==> src/rtl/rd_arbiter.sv <==
// Two-master round-robin read arbiter in front of a single slave port.
// One transaction in flight; a BUSY watchdog turns a silent slave into an error response.
module rd_arbiter #(
    parameter int unsigned ADDR_W  = 32,
    parameter int unsigned DATA_W  = 32,
    parameter int unsigned TIMEOUT = 256
) (
    input  logic              clk,
    input  logic              rst,

    input  logic              m0_req,
    input  logic [ADDR_W-1:0] m0_addr,
    output logic [DATA_W-1:0] m0_rdata,
    output logic [1:0]        m0_resp,
    output logic              m0_ack,

    input  logic              m1_req,
    input  logic [ADDR_W-1:0] m1_addr,
    output logic [DATA_W-1:0] m1_rdata,
    output logic [1:0]        m1_resp,
    output logic              m1_ack,

    output logic              s_req,
    output logic [ADDR_W-1:0] s_addr,
    input  logic [DATA_W-1:0] s_rdata,
    input  logic [1:0]        s_resp,
    input  logic              s_ack
);

    // Keep the counter at least one bit wide so TIMEOUT=0 still elaborates.
    localparam int unsigned CNT_W = (TIMEOUT > 0) ? $clog2(TIMEOUT + 1) : 1;
    localparam logic [CNT_W-1:0] CNT_LAST = (TIMEOUT > 0) ? CNT_W'(TIMEOUT - 1) : '0;
    localparam logic [1:0] RESP_ABORT = 2'b11;

    typedef enum logic [1:0] {
        StIdle,
        StBusy,
        StAbort
    } state_e;

    state_e            state_q, state_d;
    logic              grant_q, grant_d;
    logic              last_grant_q, last_grant_d;
    logic              s_req_q, s_req_d;
    logic [ADDR_W-1:0] s_addr_q, s_addr_d;
    logic [CNT_W-1:0]  cnt_q, cnt_d;

    logic winner;
    logic timeout_hit;
    logic done;
    logic abort;

    always_ff @(posedge clk or posedge rst) begin
        if (rst) begin
            state_q      <= StIdle;
            grant_q      <= 1'b0;
            last_grant_q <= 1'b1;
            s_req_q      <= 1'b0;
            s_addr_q     <= '0;
            cnt_q        <= '0;
        end else begin
            state_q      <= state_d;
            grant_q      <= grant_d;
            last_grant_q <= last_grant_d;
            s_req_q      <= s_req_d;
            s_addr_q     <= s_addr_d;
            cnt_q        <= cnt_d;
        end
    end

    // On a tie the master that did not win last time gets the slot.
    always_comb begin
        if (m0_req && m1_req) begin
            winner = ~last_grant_q;
        end else begin
            winner = m1_req;
        end
    end

    assign timeout_hit = (TIMEOUT != 0) && (cnt_q == CNT_LAST);

    always_comb begin
        state_d      = state_q;
        grant_d      = grant_q;
        last_grant_d = last_grant_q;
        s_req_d      = s_req_q;
        s_addr_d     = s_addr_q;
        cnt_d        = cnt_q;

        unique case (state_q)
            StIdle: begin
                if (m0_req || m1_req) begin
                    state_d      = StBusy;
                    grant_d      = winner;
                    last_grant_d = winner;
                    s_req_d      = 1'b1;
                    s_addr_d     = winner ? m1_addr : m0_addr;
                    cnt_d        = '0;
                end
            end
            StBusy: begin
                // A slave ack in the final allowed cycle still completes normally.
                if (s_ack) begin
                    state_d = StIdle;
                    s_req_d = 1'b0;
                end else begin
                    if (TIMEOUT != 0) begin
                        cnt_d = cnt_q + CNT_W'(1);
                    end
                    if (timeout_hit) begin
                        state_d = StAbort;
                        s_req_d = 1'b0;
                    end
                end
            end
            StAbort: begin
                state_d = StIdle;
            end
            default: begin
                state_d = StIdle;
                s_req_d = 1'b0;
            end
        endcase
    end

    assign done  = (state_q == StBusy) && s_ack;
    assign abort = (state_q == StAbort);

    always_comb begin
        m0_ack   = 1'b0;
        m0_rdata = '0;
        m0_resp  = 2'b00;
        m1_ack   = 1'b0;
        m1_rdata = '0;
        m1_resp  = 2'b00;

        if (done) begin
            if (grant_q) begin
                m1_ack   = 1'b1;
                m1_rdata = s_rdata;
                m1_resp  = s_resp;
            end else begin
                m0_ack   = 1'b1;
                m0_rdata = s_rdata;
                m0_resp  = s_resp;
            end
        end else if (abort) begin
            if (grant_q) begin
                m1_ack  = 1'b1;
                m1_resp = RESP_ABORT;
            end else begin
                m0_ack  = 1'b1;
                m0_resp = RESP_ABORT;
            end
        end
    end

    assign s_req  = s_req_q;
    assign s_addr = s_addr_q;

`ifndef SYNTHESIS
    a_ack_exclusive : assert property (@(posedge clk) disable iff (rst) !(m0_ack && m1_ack));
    a_req_in_busy : assert property (@(posedge clk) disable iff (rst)
        s_req == (state_q == StBusy));
`endif

endmodule

==> config.mk <==
export PLATFORM = sky130hd
export DESIGN_NAME = rd_arbiter
export DESIGN_NICKNAME = d
export VERILOG_FILES = /design/src/rtl/rd_arbiter.sv
export SDC_FILE = /design/constraint.sdc
export NUM_CORES = 1
export LEC_CHECK = 0
export BUFFER_PORTS_ARGS = -buffer_cell sky130_fd_sc_hd__buf_2
export CORE_UTILIZATION = 41
export DETAILED_ROUTE_END_ITERATION = 10
export GPL_TIMING_DRIVEN = 0
export HOLD_SLACK_MARGIN = 0.03
export PLACE_DENSITY = 0.9
export REMOVE_ABC_BUFFERS = 1
export SYNTH_ARGS = -nofsm -noshare
export SYNTH_HDL_FRONTEND = slang
export SYNTH_SLANG_ARGS = --single-unit
==> constraint.sdc <==
create_clock -name clk -period 2.2 [get_ports clk]
set_input_delay 0 -clock clk [delete_from_list [all_inputs] [get_ports clk]]
set_output_delay 0 -clock clk [all_outputs]
set_load 0.1 [all_outputs]
* After elaboration in Yosys (flattened, before gate mapping) *
Index checks and enable logic that the tools add are counted.

operators by class
  add/sub/neg operators = 1
  multipliers = 0
  div/mod/pow operators = 0
  order comparisons = 0
  equal/unequal tests = 6
  shift-type cells = 0
  mux-type cells = 31
  bitwise gates (word level) = 2
  reductions and logical operators = 9

operators by type and width
  cell                                                                    count
  32-bit 2-to-1 mux                                                       5
  2-bit 2-to-1 mux                                                        11
  9-bit 2-to-1 mux                                                        2
  9-bit one-hot mux with 2 select lines                                   1
  1-bit 2-to-1 mux                                                        10
  9-bit by 1-bit adder with 9-bit output (second input constant)          1
  9-bit by 8-bit equality test with 1-bit output (second input constant)  1
  3-bit AND reduction                                                     2
  2-bit inequality test (second input constant)                           2
  2-bit one-hot mux with 2 select lines                                   1
  2-bit AND reduction                                                     2
  3-bit inequality test (second input constant)                           1
  1-bit one-hot mux with 3 select lines                                   1
  2-bit by 1-bit equality test with 1-bit output (second input constant)  1
  2-bit equality test (second input constant)                             1
  1-bit logical AND                                                       2
  2-bit zero test                                                         1
  1-bit NOT                                                               2
  2-bit nonzero test                                                      1
  1-bit logical OR                                                        1

word-level totals
  bits in registers = 46
  bits in latches = 0
  bits in writable memories = 0
  bits in read-only memories = 0
  input bits = 103
  output and inout bits = 103
  logic and storage cells = 55
  memories = 0

* Longest topological paths before layout *
Gate-level depths: netlist of the first run.

  depth after elaboration = 4
  depth in mapped cells = 7

* Worst setup path after synthesis of the first run *
Ideal clock, no wire load.

  path type = register to output
  start point = register state_q[1]
  end point = output port m1_resp[0]
  arrival = 2.193 ns
  data required time = 2.200 ns
  path slack = 0.007 ns
  cell stages (with the launch flop) = 5
  cell sequence = dfrtp_1 and3b_1 buf_2 a21oi_1 nor2b_1

on the way
  word-level cells in the longest chain between the ends = 3
  elaborated cells on any way between the ends = 5

RTL lines
  item                                                                                   line      text
  start: declaration                                                                     41        state_e state_q, state_d;
  start signal: assignment                                                               55        state_q <= StIdle;
  start signal: assignment                                                               62        state_q <= state_d;
  2-bit equality test or 2-bit by 1-bit equality test with 1-bit output (tied branches)  127, 126
  2-bit 2-to-1 mux or 1-bit logical AND (tied branches)                                  147, 126
  2-bit 2-to-1 mux *                                                                     137       if (done) begin
  end: declaration                                                                       20        output logic [1:0] m1_resp,

Every way passes the cells marked *; elsewhere a longest branch is shown, timed or not.

* Final worst setup path of the first run *
  start point = register state_q[1]
  end point = output port m0_rdata[5]

on the way
  word-level cells in the longest chain between the ends = 3

RTL lines
  item                                            line  text
  2-bit by 1-bit equality test with 1-bit output  126   assign done = (state_q == StBusy) && s_ack;
  1-bit logical AND                               126
  32-bit 2-to-1 mux                               137
  end: declaration                                13    output logic [DATA_W-1:0] m0_rdata,

Every way passes these cells.

==> results of run 1 <==
## cells by family (layout without fill, tap and decap cells)
group	after synthesis	after routing	share of synthesized area (%)
mux	65	65	26.5
compound gates	25	25	5.54
fa+ha+maj	2	2	0.907
flops	46	46	41.8
buf+inv	25	225	3.86
simple gates	97	100	21.4
## cell type report
| type | count | area (um^2) |
|---|---|---|
| fillers | 523 | 2290 |
| flip-flops and latches | 46 | 1150 |
| repair buffers | 211 | 1200 |
| clock inverters | 1 | 30.0 |
| clock buffers | 7 | 76.3 |
| inverters | 6 | 22.5 |
| well taps | 77 | 96.3 |
| multi-input cells | 192 | 1560 |
## critical path, stage by stage (launching register included)
cell	delay [ns]
dfrtp_1	0.49
and3b_4	0.49
nor2b_2	0.36
and2_1	0.18
buf_4	0.29
## worst paths after layout
kind                                          start                  endpoint  slack, ns  cells after the start
max                          state_q[1]$_DFFE_PP0P_               m0_rdata[5]       0.09                      4
min                                          m1_req    state_q[0]$_DFFE_PP0P_       0.04                      3
max reg2reg                last_grant_q$_DFFE_PP1P_     s_addr[9]$_DFFE_PP0P_       0.17                      3
min reg2reg                  s_addr[18]$_DFFE_PP0P_    s_addr[18]$_DFFE_PP0P_       0.50                      1
max in group asynchronous                       rst  last_grant_q$_DFFE_PP1P_       1.33                      4
min in group asynchronous                       rst    s_addr[18]$_DFFE_PP0P_       0.30                      3
## sequential cells by signal, summed over array words and instances (netlist names)
| signal | flops |
|---|---|
| cnt_q | 9 |
| state_q | 2 |
| last_grant_q | 1 |
| grant_q | 1 |
| s_addr | 32 |
| s_req | 1 |
## synth_stat cells (all sizes together)
library cell	n	share of area [%]
and3b	1	0.32
a31oi	1	0.23
nand2	4	0.54
or3b	1	0.41
buf	8	1.5
inv	6	0.82
clkbuf	11	1.5
a21boi	1	0.41
a22o	1	0.32
a21oi	9	1.8
nor2	9	1.2
nor3	1	0.18
o21ba	1	0.36
and3	32	7.3
and2	32	7.3
and2b	1	0.27
o22ai	2	0.45
nand4b	2	0.64
or4	3	0.95
dfrtp	45	41
mux2	64	26
nand3	3	0.54
o21ai	8	1.5
ha	2	0.91
or2	1	0.23
o31ai	2	0.54
or3	3	0.68
nor2b	4	0.91
mux2i	1	0.36
dfstp	1	0.95
## power by group through the flow
stage / clock network, mW / registers [mW] / logic [mW]
after floorplan: 0 / 3.31 / 1.69
after global placement: 0 / 1.37 / 4.27
after detailed placement: 0 / 1.40 / 4.34
after CTS: 0.639 / 1.40 / 4.42
after global routing: 0.673 / 1.46 / 4.54
final: 0.618 / 1.40 / 4.42
## stage by stage
step	TNS, ns	power, mW
finish	0	6.45
floorplan	-36.71	5.00
global route	-0.00190	6.66
global placement	-72.95	5.64
detailed placement	-30.63	5.74
CTS	0	6.46
## routing by layer
metal  vias up  GRT usage, %  share of wire (%)
met1      1309          23.8                 37
met4         0          8.78                2.5
met2       139          42.0                 53
met5         -             0                  0
met3        14          6.33                7.5
li1       1322             -                  -
## repair_timing
action | 4_1_cts | 5_1_grt
resized for setup | 37 | 1
setup endpoints to repair | 70 | 41
cloned | 1 | 2
endpoints found under the hold margin | 25 | 0
hold buffers | 4 | 0
pin swaps | 0 | 0
==> flow_metrics.env, run 1 <==
export IMPL_syn_cell_area_um2=2760
export IMPL_clockRootBuffer="clkbuf_8"
export IMPL_ioPinCount=206
export IMPL_hold_viol_final=0
export IMPL_postCtsSetupBuffers=0
export IMPL_cellLeakagePower_nw=2.22
export IMPL_area_growth_pct=50.0
export IMPL_status="complete, but fails checks"
export IMPL_crit_path_end_kind="primary output"
export IMPL_drc=28
export IMPL_grt_pass1_vias=2651
export IMPL_final_setup_viol_count=0
export IMPL_insertion_delay_ns=0.30
export IMPL_power_frac_comb_pct=68.6
export IMPL_slew_viol_final=0
export IMPL_rsz0062_at_grt="yes"
export IMPL_fin_skew_ns=0.00469
export IMPL_cts_sinks=46
export IMPL_pre_cts_slack_ns=-0.975
export IMPL_crit_arrival_ns=2.11
export IMPL_drive_above_1_share_pct=62.6
export IMPL_final_common_cell="buf_2"
export IMPL_cp_required_ns=2.20
export IMPL_hold_path_class="in -> reg"
export IMPL_gr_total_overflow=0
export IMPL_die_h_um=84.0
export IMPL_p_sw_share_pct=63.3
export IMPL_postRouteAntennaNets=0
export IMPL_fp_coreArea_um2=6420
export IMPL_synth_seq_area_share_pct=41.8
export IMPL_worst_slew_pin_transition_ns=1.06
export IMPL_syn_instance_count=260
export IMPL_path_clk_slew_ns=0.08
export IMPL_whs_ns=0.0368
export IMPL_portBuffers=205
export IMPL_viasPerCell=5.16
export IMPL_dr_pass1_iters=9
export IMPL_drt_wl_total_mm=8.37
export IMPL_track_usage_pct=22.5
export IMPL_drv_cap=0
export IMPL_n_antenna_cell=0
export IMPL_vias=2784
export IMPL_grt_pass1_wl_mm=12.6
export IMPL_numCtsBuffers=5
export IMPL_fmax_mhz=475
export IMPL_fin_ws_ns=0.0948
export IMPL_synth_avg_cell_area_um2=10.6
export IMPL_violations="design-rule violations"
export IMPL_antenna_found_initial=0
export IMPL_synth_cell_types=33
export IMPL_dpl_cell_count=525
export IMPL_crit_fanout=20
export IMPL_hpwl_mm=6.23
export IMPL_yosys_warnings=0
export IMPL_placed_area_um2=3870
export IMPL_intPower_mw=2.36
export IMPL_wire_per_inst_um=15.5
export IMPL_max_slew_margin_pct=28.9
export IMPL_powerDensity_nw_per_um2=1560
export IMPL_stdcell_count=540
export IMPL_dr_first_iter_drc_count=109
export IMPL_fin_crit_sh_pct=95.7
export IMPL_start_util_pct=42.9
export IMPL_period_minus_slack_ns=2.11
export IMPL_power_frac_seq_pct=21.8
export IMPL_h_tree_depth=2
export IMPL_clkPwrFrac_pct=9.6
export IMPL_fin_area_um2=4140
export IMPL_path_class="reg -> out"
export IMPL_die_area_um2=7060
export IMPL_utilization_pct=64.4
export IMPL_cts_tree="done"
export IMPL_globalplace_congestion=0.874
export IMPL_ir_drop_uv=1070
export IMPL_final_cell_mix="buf_2, mux2_2, dfrtp_1"
export IMPL_num_rows=29
export IMPL_synth_seq_cells=46
export IMPL_grt_max_degree=42
export IMPL_clk_path_buf_depth=2
export IMPL_cp_start_kind="register"
export IMPL_die_w_um=84.0
export IMPL_p_sw_mw=4.08
export IMPL_nNetsFinal=567
Power figures use the tool's default switching activity.
==> run 2, diff against run 1 <==
--- a/config.mk
+++ b/config.mk
@@ -5,12 +5,13 @@
 export SDC_FILE = /design/constraint.sdc
 export NUM_CORES = 1
 export LEC_CHECK = 0
+export ABC_AREA = 1
 export BUFFER_PORTS_ARGS = -buffer_cell sky130_fd_sc_hd__buf_2
-export CORE_UTILIZATION = 41
+export CORE_UTILIZATION = 40
 export DETAILED_ROUTE_END_ITERATION = 10
 export GPL_TIMING_DRIVEN = 0
 export HOLD_SLACK_MARGIN = 0.03
-export PLACE_DENSITY = 0.9
+export PLACE_DENSITY = 0.89
 export REMOVE_ABC_BUFFERS = 1
 export SYNTH_ARGS = -nofsm -noshare
 export SYNTH_HDL_FRONTEND = slang
==> run 2 against run 1 <==
  * The run still ends with design-rule violations left
  * Clock-buffer cell count decreased by 1
  * Global-route usage increased by 9.6 points
  * Sequential power shrank 4%
  * Largest power group unchanged
  * Critical path depth is 2 higher
  * Die area fell by 0.24%
  * Hold slack better by 0.011 ns
  * Flip-flop and latch count unchanged
  * Synthesized cell count increased by 49%
  * First-iteration DRC count rose by 120%
  * Clock skew rose by 0.0070 ns
==> flow_metrics.env, run 2 <==
export IMPL_h_tree_depth=2
export IMPL_ir_drop_uv=1310
export IMPL_stdcell_count=726
export IMPL_dr_pass1_iters=8
export IMPL_synthTopCellsByArea="dfrtp_1, nor2_1, nand2_1"
export IMPL_synth_enable_flop_cells=0
export IMPL_ioPinCount=206
export IMPL_antenna_found_initial=1
export IMPL_hold_viol_final=0
export IMPL_wire_per_inst_um=15.8
export IMPL_crit_start="state_q[1]$_DFFE_PP0P_"
export IMPL_rsz0062_at_grt="no"
export IMPL_postRouteAntennaNets=0
export IMPL_fin_setup_tns_ns=0
export IMPL_syn_instance_count=388
export IMPL_grt_pass1_vias=3760
export IMPL_fin_ws_ns=0.142
export IMPL_viasPerCell=5.20
export IMPL_insertion_delay_ns=0.31
export IMPL_pre_cts_slack_ns=-0.114
export IMPL_dr_first_iter_drc_count=240
export IMPL_cp_required_ns=2.20
export IMPL_path_clk_slew_ns=0.08
export IMPL_vias=3777
export IMPL_max_slew_margin_pct=62.6
export IMPL_final_setup_viol_count=0
export IMPL_synth_seq_area_share_pct=42.9
export IMPL_postCtsSetupBuffers=0
export IMPL_numCtsBuffers=5
export IMPL_dpl_cell_count=652
export IMPL_hold_path_class="in -> reg"
export IMPL_period_minus_slack_ns=2.06
export IMPL_fin_crit_sh_pct=93.5
export IMPL_status="complete, but fails checks"
export IMPL_crit_path_frequent_cell="nor2_4"
export IMPL_min_delay_path_depth=3
export IMPL_drv_cap=0
export IMPL_globalplace_congestion=0.811
export IMPL_drc=30
export IMPL_grt_pass1_wl_mm=17.8
export IMPL_drive_above_1_share_pct=35.6
export IMPL_num_rows=29
export IMPL_fp_coreArea_um2=6420
export IMPL_cp_start_kind="register"
export IMPL_synth_cell_types=21
export IMPL_die_area_um2=7040
export IMPL_fin_skew_ns=0.0117
export IMPL_clockRootBuffer="clkbuf_8"
export IMPL_critPathMaxStageDelay_ns=0.45
export IMPL_track_usage_pct=32.1
export IMPL_drt_wl_total_mm=11.5
export IMPL_grt_max_degree=36
export IMPL_slew_viol_final=0
export IMPL_cts_sinks=46
export IMPL_path_cells="nor2_4 -> inv_2 -> nor2_4 -> nand2_4 -> nor2_1 -> buf_2"
export IMPL_synth_commonest_cells="nor2_1, nand2_1, inv_1"
export IMPL_powerDensity_nw_per_um2=1400
export IMPL_final_cell_mix="buf_2, nor2_1, dlygate4sd3_1"
export IMPL_synth_most_common_cell="nor2_1"
export IMPL_synth_top_area_cell="dfrtp_1"
export IMPL_worst_slew_pin_transition_ns=0.566
export IMPL_hpwl_mm=6.37
export IMPL_worstHoldStart="m0_addr[4]"
export IMPL_synthArstFlopShare_pct=100
export IMPL_cellLeakagePower_nw=2.59
export IMPL_yosys_warnings=0
export IMPL_violations="design-rule violations"
export IMPL_die_w_um=83.9
export IMPL_start_util_pct=41.8
export IMPL_reg2reg_from="last_grant_q$_DFFE_PP1P_"
export IMPL_fmax_mhz=486
export IMPL_gr_total_overflow=0
export IMPL_synth_avg_cell_area_um2=6.92
export IMPL_path_class="reg -> out"
export IMPL_rrSetupSlack_ns=0.23
export IMPL_synth_seq_cells=46
export IMPL_crit_arrival_ns=2.06
export IMPL_ys_flop_type="dfrtp_1"
export IMPL_area_growth_pct=67.6
export IMPL_syn_cell_area_um2=2680
export IMPL_crit_path_end_kind="primary output"
export IMPL_die_h_um=83.9
export IMPL_final_common_cell="buf_2"
export IMPL_r2r_end="s_addr[8]$_DFFE_PP0P_"
export IMPL_slowest_stage="buf_2"
export IMPL_yosysTopAreaCellShare_pct=42.0
export IMPL_utilization_pct=70.1
export IMPL_cts_tree="done"
export IMPL_rr_worst_depth=5
export IMPL_crit_fanout=35
export IMPL_portBuffers=205
export IMPL_nFillCells=435
export IMPL_largest_reg_flops=32
export IMPL_clk_path_buf_depth=2
export IMPL_nNetsFinal=752
export IMPL_hold_end="s_addr[4]$_DFFE_PP0P_"
run 2: changes by cell type in the layout (fill, tap and decap cells not counted), moves of 5 or more:
cell / change
buf_2: +27
o21ai_0: +39
a21oi_1: -5
dlygate4sd3_1: +60
inv_1: +41
nor2_1: +98
o21ai_1: +29
and3_1: -32
buf_4: -31
mux2_2: -64
nand2_1: +59
and2_1: -32
run 2: worst max-delay path by stage:
stage                                       end
final                              m0_rdata[17]
after global routing               m0_rdata[17]
after CTS                            m0_resp[0]
after detailed placement  s_addr[4]$_DFFE_PP0P_
after global placement    s_addr[4]$_DFFE_PP0P_
after floorplan                      m0_resp[0]
run 2: logic make-up after synthesis:
| group | after synthesis | synth area share, % |
|---|---|---|
| DFF | 46 | 42.9 |
| and+or+nand+nor | 189 | 28.7 |
| AOI/OAI and AO/OA | 80 | 15.1 |
| buffers and inverters | 71 | 12.4 |
| adders and majority gates | 2 | 0.932 |
run 2: final cells by class:
| type | count | area [um^2] | share of cell area (%) |
|---|---|---|---|
| repair buffers | 271 | 1720 | 38.2 |
| multi-input cells | 271 | 1210 | 26.9 |
| flip-flops and latches | 46 | 1150 | 25.6 |
| inverters | 51 | 199 | 4.42 |
| well taps | 77 | 96.3 | 2.14 |
| clock buffers | 6 | 72.6 | 1.61 |
| clock inverters | 2 | 37.5 | 0.834 |
| repair inverters | 1 | 7.51 | 0.167 |
| diodes | 1 | 2.50 | 0.0556 |
run 2: critical path, delay by kind of cell, from the launching register on:
kind	cells	cell delay, ns
flip-flops	1	0.43
buffers and inverters	2	0.53
AND/OR/NAND/NOR	4	0.78
run 2: where the power goes:
group          total, mW  switching, mW  internal (mW)
Combinational       4.33           3.69          0.641
Clock              0.636          0.297          0.339
Sequential          1.35          0.213           1.14
run 2: stage by stage:
| stage | power, mW | hold slack, ns | cell area [um^2] |
|---|---|---|---|
| global route | 6.48 | 0.0757 | 4500 |
| floorplan | 4.72 | 0.172 | 2540 |
| global placement | 5.37 | 0.255 | 3670 |
| CTS | 6.16 | 0.0316 | 4480 |
| detailed placement | 5.44 | 0.0000866 | 3710 |
| finish | 6.32 | 0.0473 | 4500 |
run 2: timing repair:
action,CTS,global route
endpoints found under the hold margin,78,0
resized for setup,3,7
cloned,1,0
setup endpoints to repair,33,35
hold buffers,64,0
run 2: per-layer routing:
metal	wire (um)	vias to the layer above	GRT usage, %
met5	0	-	0
met4	659	0	19.9
met3	1260	60	8.90
met2	5650	307	57.2
met1	3880	1697	33.4
li1	-	1713	-
